### src/rtl/alu_seq_pkg.sv
// Shared definitions for the register-register ALU sequencer: state encoding,
// legal opcode range and IR field positions.
package alu_seq_pkg;

   typedef enum logic [2:0] {
      S_IDLE,
      S_T0,
      S_T1,
      S_T2,
      S_T3,
      S_T4,
      S_T5
   } seq_state_e;

   localparam int unsigned OP_ADD  = 3;
   localparam int unsigned OP_SUB  = 4;
   localparam int unsigned OP_AND  = 5;
   localparam int unsigned OP_OR   = 6;
   localparam int unsigned OP_ROR  = 7;
   localparam int unsigned OP_ROL  = 8;
   localparam int unsigned OP_SHR  = 9;
   localparam int unsigned OP_SHRA = 10;
   localparam int unsigned OP_SHL  = 11;

   // MSB position of each IR field; fields extend downward by their width
   localparam int OPCODE_MSB = 31;
   localparam int RA_MSB     = 26;
   localparam int RB_MSB     = 22;
   localparam int RC_MSB     = 18;

   function automatic logic opcode_legal(input int unsigned op);
      return (op >= OP_ADD) && (op <= OP_SHL);
   endfunction

endpackage

### src/rtl/reg_onehot_dec.sv
// Register index to one-hot enable decoder; flags indices beyond NUM_REGS.
module reg_onehot_dec #(
   parameter int NUM_REGS  = 16,
   parameter int REG_SEL_W = 4
) (
   input  logic [REG_SEL_W-1:0] idx,
   input  logic                 en,
   output logic [NUM_REGS-1:0]  onehot,
   output logic                 oor
);

   assign oor = (32'(idx) >= 32'(NUM_REGS));

   always_comb begin
      onehot = '0;
      for (int i = 0; i < NUM_REGS; i++) begin
         if (en && !oor && (32'(idx) == 32'(i)))
            onehot[i] = 1'b1;
      end
   end

endmodule

### src/rtl/alu_rr_sequencer.sv
// Control sequencer for register-register ALU instructions (fetch T0-T2, execute T3-T5).
// Optional memory wait states in T1 are enabled by defining ALU_SEQ_MEM_WAIT_EN.
module alu_rr_sequencer
   import alu_seq_pkg::*;
#(
   parameter int NUM_REGS  = 16,
   parameter int REG_SEL_W = 4,
   parameter int OPCODE_W  = 5
) (
   input  logic                clk,
   input  logic                clr,
   input  logic                start,
   input  logic                mem_rdy,
   input  logic [31:0]         ir,
   output logic                pc_out,
   output logic                mar_in,
   output logic                inc_pc,
   output logic                pc_in,
   output logic                z_in,
   output logic                zlow_out,
   output logic                read,
   output logic                mdr_in,
   output logic                mdr_out,
   output logic                ir_in,
   output logic                y_in,
   output logic [NUM_REGS-1:0] reg_out,
   output logic [NUM_REGS-1:0] reg_in,
   output logic [OPCODE_W-1:0] alu_op,
   output logic                busy,
   output logic                done,
   output logic                illegal
);

   seq_state_e state, state_nxt;

   logic [OPCODE_W-1:0]  opcode;
   logic [REG_SEL_W-1:0] ra, rb, rc, ro_idx;
   logic                 ro_en, ri_en;
   logic                 ro_oor, ra_oor, rc_oor;
   logic                 legal, t1_last;

   assign opcode = ir[OPCODE_MSB -: OPCODE_W];
   assign ra     = ir[RA_MSB -: REG_SEL_W];
   assign rb     = ir[RB_MSB -: REG_SEL_W];
   assign rc     = ir[RC_MSB -: REG_SEL_W];

`ifdef ALU_SEQ_MEM_WAIT_EN
   assign t1_last = mem_rdy;
   logic unused_ir;
   assign unused_ir = ^ir[RC_MSB-REG_SEL_W:0];
`else
   assign t1_last = 1'b1;
   logic unused_in;
   assign unused_in = ^{mem_rdy, ir[RC_MSB-REG_SEL_W:0]};
`endif

   // Rb drives the bus in T3, Rc in T4; one decoder serves both
   assign ro_idx = (state == S_T4) ? rc : rb;
   assign rc_oor = (32'(rc) >= 32'(NUM_REGS));
   // Only evaluated in T3, where the shared decoder is looking at Rb
   assign legal  = opcode_legal(32'(opcode)) && !ro_oor && !ra_oor && !rc_oor;

   reg_onehot_dec #(.NUM_REGS(NUM_REGS), .REG_SEL_W(REG_SEL_W)) u_dec_out (
      .idx    (ro_idx),
      .en     (ro_en),
      .onehot (reg_out),
      .oor    (ro_oor)
   );

   reg_onehot_dec #(.NUM_REGS(NUM_REGS), .REG_SEL_W(REG_SEL_W)) u_dec_in (
      .idx    (ra),
      .en     (ri_en),
      .onehot (reg_in),
      .oor    (ra_oor)
   );

   always_ff @(posedge clk or posedge clr) begin
      if (clr) state <= S_IDLE;
      else     state <= state_nxt;
   end

   always_comb begin
      state_nxt = state;
      unique case (state)
         S_IDLE: if (start) state_nxt = S_T0;
         S_T0:   state_nxt = S_T1;
         S_T1:   state_nxt = t1_last ? S_T2 : S_T1;
         S_T2:   state_nxt = S_T3;
         S_T3:   state_nxt = legal ? S_T4 : S_IDLE;
         S_T4:   state_nxt = S_T5;
         S_T5:   state_nxt = start ? S_T0 : S_IDLE;
         default: state_nxt = S_IDLE;
      endcase
   end

   always_comb begin
      pc_out   = 1'b0;
      mar_in   = 1'b0;
      inc_pc   = 1'b0;
      pc_in    = 1'b0;
      z_in     = 1'b0;
      zlow_out = 1'b0;
      read     = 1'b0;
      mdr_in   = 1'b0;
      mdr_out  = 1'b0;
      ir_in    = 1'b0;
      y_in     = 1'b0;
      ro_en    = 1'b0;
      ri_en    = 1'b0;
      alu_op   = '0;
      done     = 1'b0;
      illegal  = 1'b0;
      busy     = (state != S_IDLE);
      unique case (state)
         S_T0: begin
            pc_out = 1'b1;
            mar_in = 1'b1;
            inc_pc = 1'b1;
            z_in   = 1'b1;
         end
         S_T1: begin
            read     = 1'b1;
            mdr_in   = 1'b1;
            // PC reload only on the cycle that leaves T1, so it advances once
            zlow_out = t1_last;
            pc_in    = t1_last;
         end
         S_T2: begin
            mdr_out = 1'b1;
            ir_in   = 1'b1;
         end
         S_T3: begin
            if (legal) begin
               ro_en = 1'b1;
               y_in  = 1'b1;
            end else begin
               illegal = 1'b1;
            end
         end
         S_T4: begin
            ro_en  = 1'b1;
            alu_op = opcode;
            z_in   = 1'b1;
         end
         S_T5: begin
            zlow_out = 1'b1;
            ri_en    = 1'b1;
            done     = 1'b1;
         end
         default: ;
      endcase
   end

endmodule

### config.mk
export PLATFORM = sky130hd
export DESIGN_NAME = alu_rr_sequencer
export DESIGN_NICKNAME = d
export VERILOG_FILES = /design/src/rtl/alu_seq_pkg.sv /design/src/rtl/reg_onehot_dec.sv /design/src/rtl/alu_rr_sequencer.sv
export SDC_FILE = /design/constraint.sdc
export NUM_CORES = 1
export LEC_CHECK = 0
export CORE_MARGIN = 10
export CORE_UTILIZATION = 29
export DETAILED_ROUTE_END_ITERATION = 7
export PLACE_DENSITY = 0.93
export SYNTH_ARGS = -nofsm -noshare
export SYNTH_HDL_FRONTEND = slang
export SYNTH_SLANG_ARGS = --single-unit
### constraint.sdc
create_clock -name clk -period 2.8 [get_ports clk]
set_input_delay 0.28 -clock clk [delete_from_list [all_inputs] [get_ports clk]]
set_output_delay 0.28 -clock clk [all_outputs]
set_load 0.01 [all_outputs]
==> results.json <==
{
  "status": "complete, no violations",
  "die_w_um": 70.6,
  "worstPathArrival_ns": 2.37,
  "combPwrFrac_pct": 72.7,
  "r2r_slack_ns": 1.68,
  "p_seq_share_pct": 15.8,
  "grtUsageTotal_pct": 11.1,
  "hold_viol": 0,
  "rsz0062_at_grt": "no",
  "cts_resized": 0,
  "dp_hpwl_mm": 2.57,
  "grt_overflow": 0,
  "cts_sinks": 3,
  "r2r_end": "state[0]",
  "fill_cells": 204,
  "synth_area_um2": 743,
  "ys_types": 30,
  "fmaxAchievable_mhz": 378,
  "synth_seq_cells": 3,
  "routedWlPerCell_um": 15.4,
  "yosysSeqAreaShare_pct": 10.1,
  "syn_area_per_cell_um2": 7.29,
  "p_switching_mw": 0.286,
  "viasPerCell": 4.99,
  "initial_core_util_pct": 30.3,
  "finalSetupTns_ns": 0,
  "gp_congestion": 0.769,
  "diodes": 0,
  "timing.rr.start": "state[2]",
  "top_regs": "state (3)",
  "grt_start_max_net_pins": 15,
  "cts_made_buffers": 3,
  "core-area_um2": 2450,
  "path_class": "reg2out",
  "intPower_mw": 0.375,
  "yosysWarnings": 0,
  "start_kind": "register",
  "power_mw": 0.661,
  "drtIter0Drc": 26,
  "syn_inst": 102,
  "root_buffer": "clkbuf_4",
  "max-cap-violations": 0,
  "power.leakage_nw": 0.526,
  "clockBufferDepth": 2,
  "dieArea_um2": 4990,
  "rr_worst_depth": 4,
  "grt_pass1_vias": 1037,
  "min_path_type": "in2async",
  "power_density_nw_per_um2": 461,
  "antenna_found_initial": 0,
  "tightestPinTransition_ns": 0.518,
  "p_sw_share_pct": 43.3,
  "clk_latency_ns": 0.23,
  "ant_nets": 0,
  "io_pins": 87,
  "syn-num-nets": 138,
  "htreeDepth": 1,
  "clk_pin_slew_worst_paths_ns": 0.04,
  "final_layout_size_suffix_gt1_share_pct": 12.0,
  "vias": 984,
  "post-route-period-util_pct": 94.6,
  "port_buffers": 70,
  "nets": 204,
  "max_slew_margin_pct": 65.5,
  "fin_util_pct": 58.5,
  "drt-pass1-iter-count": 4,
  "end_kind": "primary output",
  "chipHeight_um": 70.6,
  "pwr-share-clk_pct": 11.5,
  "routed_wl_mm": 3.03,
  "clock_skew_ns": 0.00392,
  "rows": 18,
  "cts_tree": "done",
  "post_cts_buffers": 0,
  "drc": 0,
  "slew_violations": 0,
  "regMostFlops": "state",
  "syn_to_final_growth_pct": 93.1,
  "path_max_fanout": 11,
  "cts-hold-fix-buffers": 0,
  "finalSetupViolCount": 0,
  "whs_ns": 0.214,
  "required_ns": 2.52,
  "grt_pass1_wl_mm": 4.77,
  "fin_crit_ns": 2.65,
  "largest_reg_flops": 3,
  "peakVddDrop_uv": 580
}
-- metrics by stage --
stage,area [um2],instances,setup slack [ns]
after floorplan,743,102,1.11
final,1440,197,0.153
after global routing,1440,197,0.0115
after detailed placement,1410,193,0.195
after global placement,1410,193,0.273
after CTS,1440,197,0.111
-- critical path, cell delays in order, from the launching register on --
cell	delay, ns
dfrtp_1	0.52
and3b_1	0.45
mux2_4	0.41
nor3_1	0.18
clkdlybuf4s50_1	0.58
-- layout by cell type, fill, tap and decap left out, types with 2 or more instances in the layout --
master	Yosys	layout
clkbuf_4	0	3
nor2b_1	5	5
clkdlybuf4s50_1	0	70
a32oi_2	2	2
nor2_1	19	19
inv_1	5	5
and3b_1	2	2
nand2b_1	4	4
mux2_4	2	2
dfrtp_1	3	3
a21oi_1	2	2
nor3_2	8	8
nand3b_1	2	2
mux2i_1	3	3
a311oi_1	2	2
nand2_1	6	6
and2_1	5	5
nor3_1	12	12
-- kinds of logic after synthesis --
| kind of cell | Yosys count | share of synthesized area (%) |
|---|---|---|
| buffers and inverters | 15 | 13.3 |
| and+or+nand+nor | 69 | 55.6 |
| DFF | 3 | 10.1 |
| muxes | 6 | 9.93 |
| AOI/OAI and AO/OA | 9 | 11.1 |
-- synth_stat cells --
library cell,number,area share [%]
a211o_1,1,1.2
a21oi_1,2,1.3
a311oi_1,2,2.4
a32oi_2,2,4.4
and2_1,5,4.2
and3b_1,2,2.4
and4bb_2,1,1.7
buf_2,1,0.67
buf_4,5,5.1
buf_6,3,4.5
clkbuf_1,1,0.50
dfrtp_1,3,10
inv_1,5,2.5
mux2_4,2,4.0
mux2i_1,3,4.0
mux2i_2,1,1.9
nand2_1,6,3.0
nand2b_1,4,3.4
nand3_1,1,0.67
nand3b_1,2,2.0
nand3b_2,1,1.5
nor2_1,19,9.6
nor2b_1,5,4.2
nor3_1,12,8.1
nor3_2,8,11
nor4b_2,1,2.0
o21ai_0,1,0.67
o221ai_1,1,1.2
or3_1,1,0.84
or3b_1,1,1.2
-- cell type report --
class / count / area [um2] / share of cell area (%)
clock buffers: 4 / 26.3 / 1.83
inverters: 5 / 18.8 / 1.31
multi-input cells: 84 / 569 / 39.7
flip-flops and latches: 3 / 75.1 / 5.23
well taps: 30 / 37.5 / 2.62
repair buffers: 71 / 708 / 49.3
-- how the worst max path moves through the flow --
stage | startpoint | end | slack, ns | depth (start not counted)
4_1_cts | state[0] | reg_out[0] | 0.11 | 4
6_report | state[0] | reg_out[0] | 0.15 | 4
3_5_place_dp | ir[29] | reg_out[10] | 0.19 | 5
2_1_floorplan | state[0] | reg_out[0] | 1.11 | 5
5_1_grt | state[0] | reg_out[0] | 0.01 | 4
3_3_place_gp | ir[29] | reg_out[0] | 0.27 | 5
-- routing by layer --
layer	track usage [%]	part of all wire [%]
met1	10.5	37
met2	19.8	48
met3	7.81	15
met4	1.29	0.13
met5	0	0
-- power groups by stage --
stage          clock (mW)  sequential, mW  combinational, mW
6_report           0.0761           0.105              0.480
5_1_grt            0.0827           0.112              0.522
4_1_cts            0.0797           0.104              0.488
3_5_place_dp            0           0.104              0.481
3_3_place_gp            0           0.103              0.474
2_1_floorplan           0          0.0761              0.327
No activity file was read; power rests on OpenSTA's default activity.
